### src/rtl/sdram_req_arbiter.sv
// sdram_req_arbiter
//
// Shares the single SDRAM controller command port between the N64 input line
// writer (write requester) and the scaler line prefetch (read requester). It
// also schedules periodic auto-refresh. Each grant is a fixed BURST_LEN-beat
// burst. One command per grant goes to the controller over valid/ready, and
// data beats are counted until the burst completes. Runs in the DRAM clock
// domain.
//
// Ports:
//   DRAM_CLK_i         DRAM clock, all logic on the rising edge
//   DRAM_RST_i         synchronous active-high reset
//   wr_req_i/wr_addr_i write burst request and start address
//   wr_gnt_o           write grant, high from grant until the last beat
//   wr_done_o          one-cycle pulse on the last write beat
//   rd_req_i/rd_addr_i read burst request and start address
//   rd_gnt_o           read grant, high from grant until the last beat
//   rd_done_o          one-cycle pulse on the last read beat
//   ctrl_cmd_valid_o   command valid to the SDRAM controller
//   ctrl_cmd_ready_i   controller accepts the command
//   ctrl_cmd_o         00 none, 01 write, 10 read, 11 refresh
//   ctrl_addr_o        latched burst start address
//   ctrl_beat_i        one data beat transferred
//   ctrl_rfsh_done_i   refresh cycle finished
//   busy_o             arbiter is not idle
//   refresh_overrun_o  sticky: an interval elapsed with a refresh still pending
//
// Optional build macro SDRAM_ARB_STATS_EN adds stats_clr_i, wr_grants_o,
// rd_grants_o and max_wait_o (saturating grant counters and the longest
// request-to-grant wait).

module sdram_req_arbiter #(
    parameter int ADDR_W           = 22,
    parameter int BURST_LEN        = 8,
    parameter int REFRESH_INTERVAL = 780,
    parameter int MAX_RD_STREAK    = 4
) (
    input  logic              DRAM_CLK_i,
    input  logic              DRAM_RST_i,
    input  logic              wr_req_i,
    input  logic [ADDR_W-1:0] wr_addr_i,
    output logic              wr_gnt_o,
    output logic              wr_done_o,
    input  logic              rd_req_i,
    input  logic [ADDR_W-1:0] rd_addr_i,
    output logic              rd_gnt_o,
    output logic              rd_done_o,
    output logic              ctrl_cmd_valid_o,
    input  logic              ctrl_cmd_ready_i,
    output logic [1:0]        ctrl_cmd_o,
    output logic [ADDR_W-1:0] ctrl_addr_o,
    input  logic              ctrl_beat_i,
    input  logic              ctrl_rfsh_done_i,
    output logic              busy_o,
    output logic              refresh_overrun_o
`ifdef SDRAM_ARB_STATS_EN
    ,
    input  logic              stats_clr_i,
    output logic [15:0]       wr_grants_o,
    output logic [15:0]       rd_grants_o,
    output logic [15:0]       max_wait_o
`endif
);

    localparam int RC_W = (REFRESH_INTERVAL > 2) ? $clog2(REFRESH_INTERVAL) : 1;
    localparam int SW   = $clog2(MAX_RD_STREAK + 1);
    localparam int BC_W = 8;

    localparam logic [RC_W-1:0] RFSH_RELOAD = RC_W'(REFRESH_INTERVAL - 1);
    localparam logic [SW-1:0]   STREAK_MAX  = SW'(MAX_RD_STREAK);
    localparam logic [BC_W-1:0] LAST_BEAT   = BC_W'(BURST_LEN - 1);

    typedef enum logic [1:0] {
        ST_IDLE,
        ST_CMD,
        ST_XFER,
        ST_RFSH
    } state_t;

    typedef enum logic [1:0] {
        CMD_NONE = 2'b00,
        CMD_WR   = 2'b01,
        CMD_RD   = 2'b10,
        CMD_RFSH = 2'b11
    } cmd_t;

    state_t            state_q, state_d;
    cmd_t              cmd_q, win_cmd;
    logic [ADDR_W-1:0] addr_q;
    logic [BC_W-1:0]   beat_cnt;
    logic [SW-1:0]     rd_streak;
    logic [RC_W-1:0]   rfsh_cnt;
    logic              rfsh_pend;
    logic              overrun_q;
    logic              burst_done;

    // State register.
    always_ff @(posedge DRAM_CLK_i) begin
        if (DRAM_RST_i) begin
            state_q <= ST_IDLE;
        end else begin
            state_q <= state_d;
        end
    end

    // Arbitration, next state and outputs. done/gnt react to the final beat in
    // the same cycle, so the requester sees the burst end with the last beat.
    always_comb begin
        state_d          = state_q;
        win_cmd          = CMD_NONE;
        burst_done       = 1'b0;
        ctrl_cmd_valid_o = 1'b0;
        ctrl_cmd_o       = CMD_NONE;
        wr_gnt_o         = 1'b0;
        rd_gnt_o         = 1'b0;
        wr_done_o        = 1'b0;
        rd_done_o        = 1'b0;
        busy_o           = (state_q != ST_IDLE);

        case (state_q)
            ST_IDLE: begin
                // A write that has waited out a full read streak beats a read.
                if (rfsh_pend) begin
                    win_cmd = CMD_RFSH;
                end else if (wr_req_i && (rd_streak == STREAK_MAX)) begin
                    win_cmd = CMD_WR;
                end else if (rd_req_i) begin
                    win_cmd = CMD_RD;
                end else if (wr_req_i) begin
                    win_cmd = CMD_WR;
                end
                if (win_cmd != CMD_NONE) begin
                    state_d = ST_CMD;
                end
            end
            ST_CMD: begin
                if (ctrl_cmd_ready_i) begin
                    state_d = (cmd_q == CMD_RFSH) ? ST_RFSH : ST_XFER;
                end
            end
            ST_XFER: begin
                if (ctrl_beat_i && (beat_cnt == LAST_BEAT)) begin
                    burst_done = 1'b1;
                    state_d    = ST_IDLE;
                end
            end
            ST_RFSH: begin
                if (ctrl_rfsh_done_i) begin
                    state_d = ST_IDLE;
                end
            end
            default: state_d = ST_IDLE;
        endcase

        if (state_q == ST_CMD) begin
            ctrl_cmd_valid_o = 1'b1;
            ctrl_cmd_o       = cmd_q;
        end
        if ((state_q == ST_CMD) || (state_q == ST_XFER)) begin
            wr_gnt_o = (cmd_q == CMD_WR) && !burst_done;
            rd_gnt_o = (cmd_q == CMD_RD) && !burst_done;
        end
        wr_done_o = burst_done && (cmd_q == CMD_WR);
        rd_done_o = burst_done && (cmd_q == CMD_RD);
    end

    // Datapath: refresh timer, latched command/address, beat counter and the
    // read streak used for write fairness. A timer expiry in the same cycle a
    // refresh is accepted re-arms the pending flag for the new interval.
    always_ff @(posedge DRAM_CLK_i) begin
        if (DRAM_RST_i) begin
            cmd_q     <= CMD_NONE;
            addr_q    <= '0;
            beat_cnt  <= '0;
            rd_streak <= '0;
            rfsh_pend <= 1'b0;
            rfsh_cnt  <= RFSH_RELOAD;
            overrun_q <= 1'b0;
        end else begin
            if (rfsh_cnt == '0) begin
                rfsh_cnt <= RFSH_RELOAD;
                if (rfsh_pend) begin
                    overrun_q <= 1'b1;
                end
            end else begin
                rfsh_cnt <= rfsh_cnt - RC_W'(1);
            end

            if (rfsh_cnt == '0) begin
                rfsh_pend <= 1'b1;
            end else if ((state_q == ST_CMD) && ctrl_cmd_ready_i && (cmd_q == CMD_RFSH)) begin
                rfsh_pend <= 1'b0;
            end

            if (state_q == ST_IDLE) begin
                if (win_cmd == CMD_RD) begin
                    if (rd_streak != STREAK_MAX) begin
                        rd_streak <= rd_streak + SW'(1);
                    end
                end else if ((win_cmd == CMD_WR) || !rd_req_i) begin
                    rd_streak <= '0;
                end

                if (win_cmd != CMD_NONE) begin
                    cmd_q    <= win_cmd;
                    beat_cnt <= '0;
                end
                if (win_cmd == CMD_WR) begin
                    addr_q <= wr_addr_i;
                end else if (win_cmd == CMD_RD) begin
                    addr_q <= rd_addr_i;
                end
            end

            if ((state_q == ST_XFER) && ctrl_beat_i) begin
                beat_cnt <= beat_cnt + BC_W'(1);
            end
        end
    end

    assign ctrl_addr_o       = addr_q;
    assign refresh_overrun_o = overrun_q;

`ifdef SDRAM_ARB_STATS_EN
    logic [15:0] wr_grants_q, rd_grants_q, max_wait_q;
    logic [15:0] wr_wait_q, rd_wait_q;
    logic [15:0] wr_wait_inc, rd_wait_inc;
    logic        wr_win, rd_win;

    assign wr_win = (state_q == ST_IDLE) && (win_cmd == CMD_WR);
    assign rd_win = (state_q == ST_IDLE) && (win_cmd == CMD_RD);

    // The wait reported for a grant includes the cycle the grant was decided.
    assign wr_wait_inc = (wr_wait_q == 16'hFFFF) ? 16'hFFFF : wr_wait_q + 16'd1;
    assign rd_wait_inc = (rd_wait_q == 16'hFFFF) ? 16'hFFFF : rd_wait_q + 16'd1;

    // Saturating grant counters and the longest request-to-grant wait.
    always_ff @(posedge DRAM_CLK_i) begin
        if (DRAM_RST_i || stats_clr_i) begin
            wr_grants_q <= '0;
            rd_grants_q <= '0;
            max_wait_q  <= '0;
            wr_wait_q   <= '0;
            rd_wait_q   <= '0;
        end else begin
            if (wr_win && (wr_grants_q != 16'hFFFF)) begin
                wr_grants_q <= wr_grants_q + 16'd1;
            end
            if (rd_win && (rd_grants_q != 16'hFFFF)) begin
                rd_grants_q <= rd_grants_q + 16'd1;
            end

            if (!wr_req_i || wr_win) begin
                wr_wait_q <= '0;
            end else begin
                wr_wait_q <= wr_wait_inc;
            end
            if (!rd_req_i || rd_win) begin
                rd_wait_q <= '0;
            end else begin
                rd_wait_q <= rd_wait_inc;
            end

            if (wr_win && (wr_wait_inc > max_wait_q)) begin
                max_wait_q <= wr_wait_inc;
            end else if (rd_win && (rd_wait_inc > max_wait_q)) begin
                max_wait_q <= rd_wait_inc;
            end
        end
    end

    assign wr_grants_o = wr_grants_q;
    assign rd_grants_o = rd_grants_q;
    assign max_wait_o  = max_wait_q;
`endif

endmodule

### config.mk
export PLATFORM = sky130hd
export DESIGN_NAME = sdram_req_arbiter
export DESIGN_NICKNAME = d
export VERILOG_FILES = /design/src/rtl/sdram_req_arbiter.sv
export SDC_FILE = /design/constraint.sdc
export NUM_CORES = 1
export LEC_CHECK = 0
export CAP_MARGIN = 25
export CELL_PAD_IN_SITES_DETAIL_PLACEMENT = 2
export CELL_PAD_IN_SITES_GLOBAL_PLACEMENT = 2
export CORE_MARGIN = 10
export CORE_UTILIZATION = 26
export DETAILED_ROUTE_END_ITERATION = 6
export PLACE_DENSITY_LB_ADDON = 0.1
export SYNTH_ARGS = -nofsm -noshare
export SYNTH_HDL_FRONTEND = slang
export SYNTH_SLANG_ARGS = --single-unit
### constraint.sdc
create_clock -name DRAM_CLK_i -period 2.9 [get_ports DRAM_CLK_i]
set_clock_uncertainty 0.05 [all_clocks]
set_input_delay 0.435 -clock DRAM_CLK_i [delete_from_list [all_inputs] [get_ports DRAM_CLK_i]]
set_output_delay 0.435 -clock DRAM_CLK_i [all_outputs]
set_load 0.02 [all_outputs]
-- Yosys cells after proc, flatten, opt, wreduce, memory -nomap -nowiden
Index checks and enable logic that the tools add are counted.
- flip-flop bits (word level): 49
- output and inout bits: 31
- add/subtract/negate cells: 3
- mux-type cells: 28
- reductions and logical operators: 30
- equal/unequal tests: 16
- operators by type and width (cell ; number):
    2-to-1 mux 22 bit ; 2
    2-to-1 mux 8 bit ; 3
    2-to-1 mux 2 bit ; 10
    nonzero test 2 bit ; 8
    == test 2 bit (second input constant) ; 5
    logical NOT 10 bit ; 1
    subtractor 10 x 1 -> 10 bit (second input constant) ; 1
    logical AND 1 bit ; 9
    2-to-1 mux 1 bit ; 9
    2-to-1 mux 3 bit ; 3
    adder 8 x 1 -> 8 bit (second input constant) ; 1
    == test 8 x 3 -> 1 bit (second input constant) ; 1
    inequality test 2 bit (second input constant) ; 4
    case mux 2 bit (4 select lines) ; 1
    AND reduction 2 bit ; 4
    == test 2 x 1 -> 1 bit (second input constant) ; 3
    AND reduction 4 bit ; 1
    adder 3 x 1 -> 3 bit (second input constant) ; 1
    == test 3 bit (second input constant) ; 1
    inequality test 3 bit (second input constant) ; 1
    AND reduction 3 bit ; 1
    logical NOT 1 bit ; 2
    logical NOT 2 bit ; 1
    logical OR 1 bit ; 2
    other kinds (2) ; 2

-- Longest topological paths before layout
- depth in word-level cells: 10
- gate-level depth with buffers: 12
- gate-level depth less buffers: 11

-- Least setup slack after synthesis
No wires, ideal clock.
- path kind: register -> register
- start: reg state_q[0]
- end: reg rd_streak[1]
- data required time: 2785 ps
- path slack: 718 ps
- data arrival time: 2067 ps
- cell stages (with the launch flop): 11
- path buffers: 2
- path through: dfxtp_1 > inv_1 > ha_1 > buf_2 > inv_1 > nor2_1 > ha_1 > clkbuf_1 > o311ai_1 > mux2_1 > nor2_1
- cells in the longest elaborated chain, start to end: 6
- elaborated cells on any way between the ends: 9
- those cells by class: eq/ne: 3; mux: 2; reduce/logical: 4
- ends and longest elaborated chain (element ; line ; RTL):
    start: declaration ; 87 ; state_t state_q, state_d;
    start signal: assignment ; 102 ; state_q <= state_d;
    logical NOT 2 bit * ; 120 ; case (state_q)
    2-to-1 mux 2 bit * ; 120 ;
    via win_cmd[0] ; 88 ; cmd_t cmd_q, win_cmd;
    == test 2 x 1 -> 1 bit ; 200 ; end else if ((win_cmd == CMD_WR) || !rd_req_i) begin
    logical OR 1 bit ; 200 ;
    nonzero test 2 bit (no source line) ; -- ;
    AND reduction 3 bit (no source line) ; -- ;
    end signal: assignment ; 198 ; rd_streak <= rd_streak + SW'(1);
    end: declaration ; 91 ; logic [SW-1:0] rd_streak;
The timed path passes the listed nets; every way through them passes the cells marked *.
A chain may end at the register's enable or synchronous reset.

-- Worst setup path in the final report
- start: reg beat_cnt[3]
- end: out wr_gnt_o
- cells in the longest elaborated chain, start to end: 7
- ends and longest elaborated chain (element ; line ; RTL):
    start: declaration ; 90 ; logic [BC_W-1:0] beat_cnt;
    start signal: assignment ; 216 ; beat_cnt <= beat_cnt + BC_W'(1);
    == test 8 x 3 -> 1 bit ; 142 ; if (ctrl_beat_i && (beat_cnt == LAST_BEAT)) begin
    logical AND 1 bit ; 142 ;
    2-to-1 mux 1 bit ; 142 ;
    2-to-1 mux 1 bit ; 120 ;
    logical NOT 1 bit ; 160 ; wr_gnt_o = (cmd_q == CMD_WR) && !burst_done;
    logical AND 1 bit ; 160 ;
    2-to-1 mux 1 bit ; 159 ; if ((state_q == ST_CMD) || (state_q == ST_XFER)) begin
    end: declaration ; 42 ; output logic wr_gnt_o,
Every way passes these cells.

==> impl_metrics.toml <==
[clock_network]
ctsHoldBuffers = 0
clock_latency_ns = 0.30
cts_tree = "built"
cts.sinks = 49
clkTransAtPathRegs_ns = 0.10
ctsHtreeMaxLevel = 2
cts-resized-gates = 0
postCtsSetupRepairBufs = 0
cts_root_buffer = "clkbuf_8"
cts_max_path_buffers = 2
cts_buffers = 5

[synthesis]
synth_nets = 341
synth.area.top_cells = "dfxtp_1, mux2i_1, a211oi_1"
yosysMostFrequentCell = "dfxtp_1"
async_flop_share = 0
ys_seq_elements = 49
ys_types = 44
synth-main-ff-cell = "dfxtp_1"
yosys_warnings = 0
synth_top_cell_by_area = "dfxtp_1"
syn_area_mm2 = 0.00245
synth_edf_count = 0
syn_inst = 278
ys_seq_area_frac = 0.401
synth_top_area_frac = 0.401
synth.avg_cell_area_um2 = 8.81
synth_common_cells = "dfxtp_1, nor2_1, a211oi_1, mux2i_1, nand2_1"

[worst_setup_path]
cp.arrival_ns = 2.24
path_class = "reg -> out"
slowest_delay_ns = 0.59
cp_cell_sequence = "or4_4 > nor2_1 > nand2_1 > and4b_1 > clkdlybuf4s50_1"
worstPathMaxFanout = 6
end_kind = "output pin"
required_ns = 2.41
cp-start-kind = "flop"
cpMaxStageDelayCell = "or4_4"

[sta]
slew_headroom = 0.631
hold_ws_ns = 0.397
finalCriticalPeriod_ns = 2.72
setup_viol = 0
hold_violations = 0
fin_setup_tns_ns = 0
worst_pin_slew_ns = 0.546
setup_ws_ns = 0.178
clock.fmax_mhz = 367
fin_crit_sh = 0.939
report.final.slew_viol_count = 0
rsz0062_at_grt = "false"

[cells_and_area]
final_area_mm2 = 0.00349
antenna_cells = 0
area_growth_pct = 42.7
final_layout_size_suffix_gt1_frac = 0.0644
fin_nets = 419
final_cells = 468
post-route-util = 0.380

[placement]
dpl.cell_count = 460
post-place-ws_ns = 0.128
gp_congestion = 0.775
hpwl_um = 6030
placed_area_mm2 = 0.00337
portBuffers = 81

[floorplanning]
num_io_pins = 82
die_h_um = 117
start_util = 0.266
num_rows = 35
fp.dieW_um = 117
dieArea_mm2 = 0.0137
core_region_area_mm2 = 0.00920

[drt]
drc = 0
wl_per_cell_um = 16.2
met1_length_um = 3190
drtIter0Drc = 49
first_pass_iters = 4
maxUsedRoutingLayer = "met4"
wl_met3_um = 938
postRouteAntennaNets = 0
dr_wl_met2_um = 3370
wl_um = 7570
drt-vias-per-instance = 4.85
vias = 2272

[hold_path]
hp-class = "reg -> reg"

[job]
cap_violations = 0

[power_and_ir_drop]
power_mw = 2.83
power.leakage_nw = 1.29
ir_drop_v = 0.000274
power_density_mw_per_mm2 = 810

[grt]
grt_max_degree = 45
grt_pass1_vias = 2522
antenna_found_initial = 0
grt_pass1_wl_um = 12200
overflow = 0
grt_usage = 0.112

[outcome]
status = "finished clean"
## power breakdown
part	switching (mW)	total, mW	internal (mW)
combinational	0.761	1.37	0.613
clock	0.245	0.503	0.258
sequential	0.107	0.953	0.846
## cell type report
| type | instances | area [um^2] |
|---|---|---|
| clock buffers | 5 | 68.8 |
| clock inverters | 3 | 46.3 |
| fillers | 1037 | 5700 |
| inverters | 13 | 48.8 |
| multi-input cells | 201 | 1360 |
| flip-flops and latches | 49 | 981 |
| well taps | 111 | 139 |
| repair buffers | 86 | 853 |
## cell usage in the layout (no fill, tap or decap), drive strengths merged, types with 4 or more instances in the layout
cell,count
a211oi,25
a21oi,14
and2,4
buf,5
clkbuf,5
clkdlybuf4s50,79
dfxtp,49
ha,12
inv,13
mux2i,22
nand2,17
nand3,6
nor2,47
nor3,6
o21ai,8
## sequential cells by signal, indices dropped and copies added (netlist names)
signal             cells
rfsh_pend              1
rd_streak              3
refresh_overrun_o      1
ctrl_addr_o           22
cmd_q                  2
beat_cnt               8
state_q                2
rfsh_cnt              10
## final timing paths
kind / slack (ns) / cells after the start / to / startpoint
worst max register to register: 0.43 / 11 / ctrl_addr_o[16]$_SDFFE_PP0P_ / rd_streak[0]$_SDFFE_PP0P_
worst max-delay path: 0.18 / 5 / wr_gnt_o / beat_cnt[3]$_SDFFE_PP0P_
worst min-delay path: 0.40 / 1 / rfsh_cnt[0]$_SDFF_PP1_ / rfsh_cnt[0]$_SDFF_PP1_
worst min register to register: 0.40 / 1 / rfsh_cnt[0]$_SDFF_PP1_ / rfsh_cnt[0]$_SDFF_PP1_
## metal layers
metal	vias to the layer above	track usage
met4	0	0.0313
met2	65	0.180
met3	5	0.0708
met1	1068	0.121
met5	-	0
li1	1134	-
## critical path: cells and delay by family, from the launching register on
family,cells,cell delay [ns]
buffers and inverters,1,0.53
AND/OR/NAND/NOR,4,1.03
flip-flops,1,0.37
## logic make-up (layout without fill, tap and decap cells)
logic type / after synthesis / in the layout / share of synthesized area
compound gates: 55 / 55 / 0.158
xor+xnor: 6 / 6 / 0.0215
fa+ha+maj: 12 / 12 / 0.0613
buf+inv: 28 / 107 / 0.0455
flops: 49 / 49 / 0.401
mux: 25 / 25 / 0.104
simple gates: 103 / 103 / 0.209
Power figures use the tool's default switching activity.
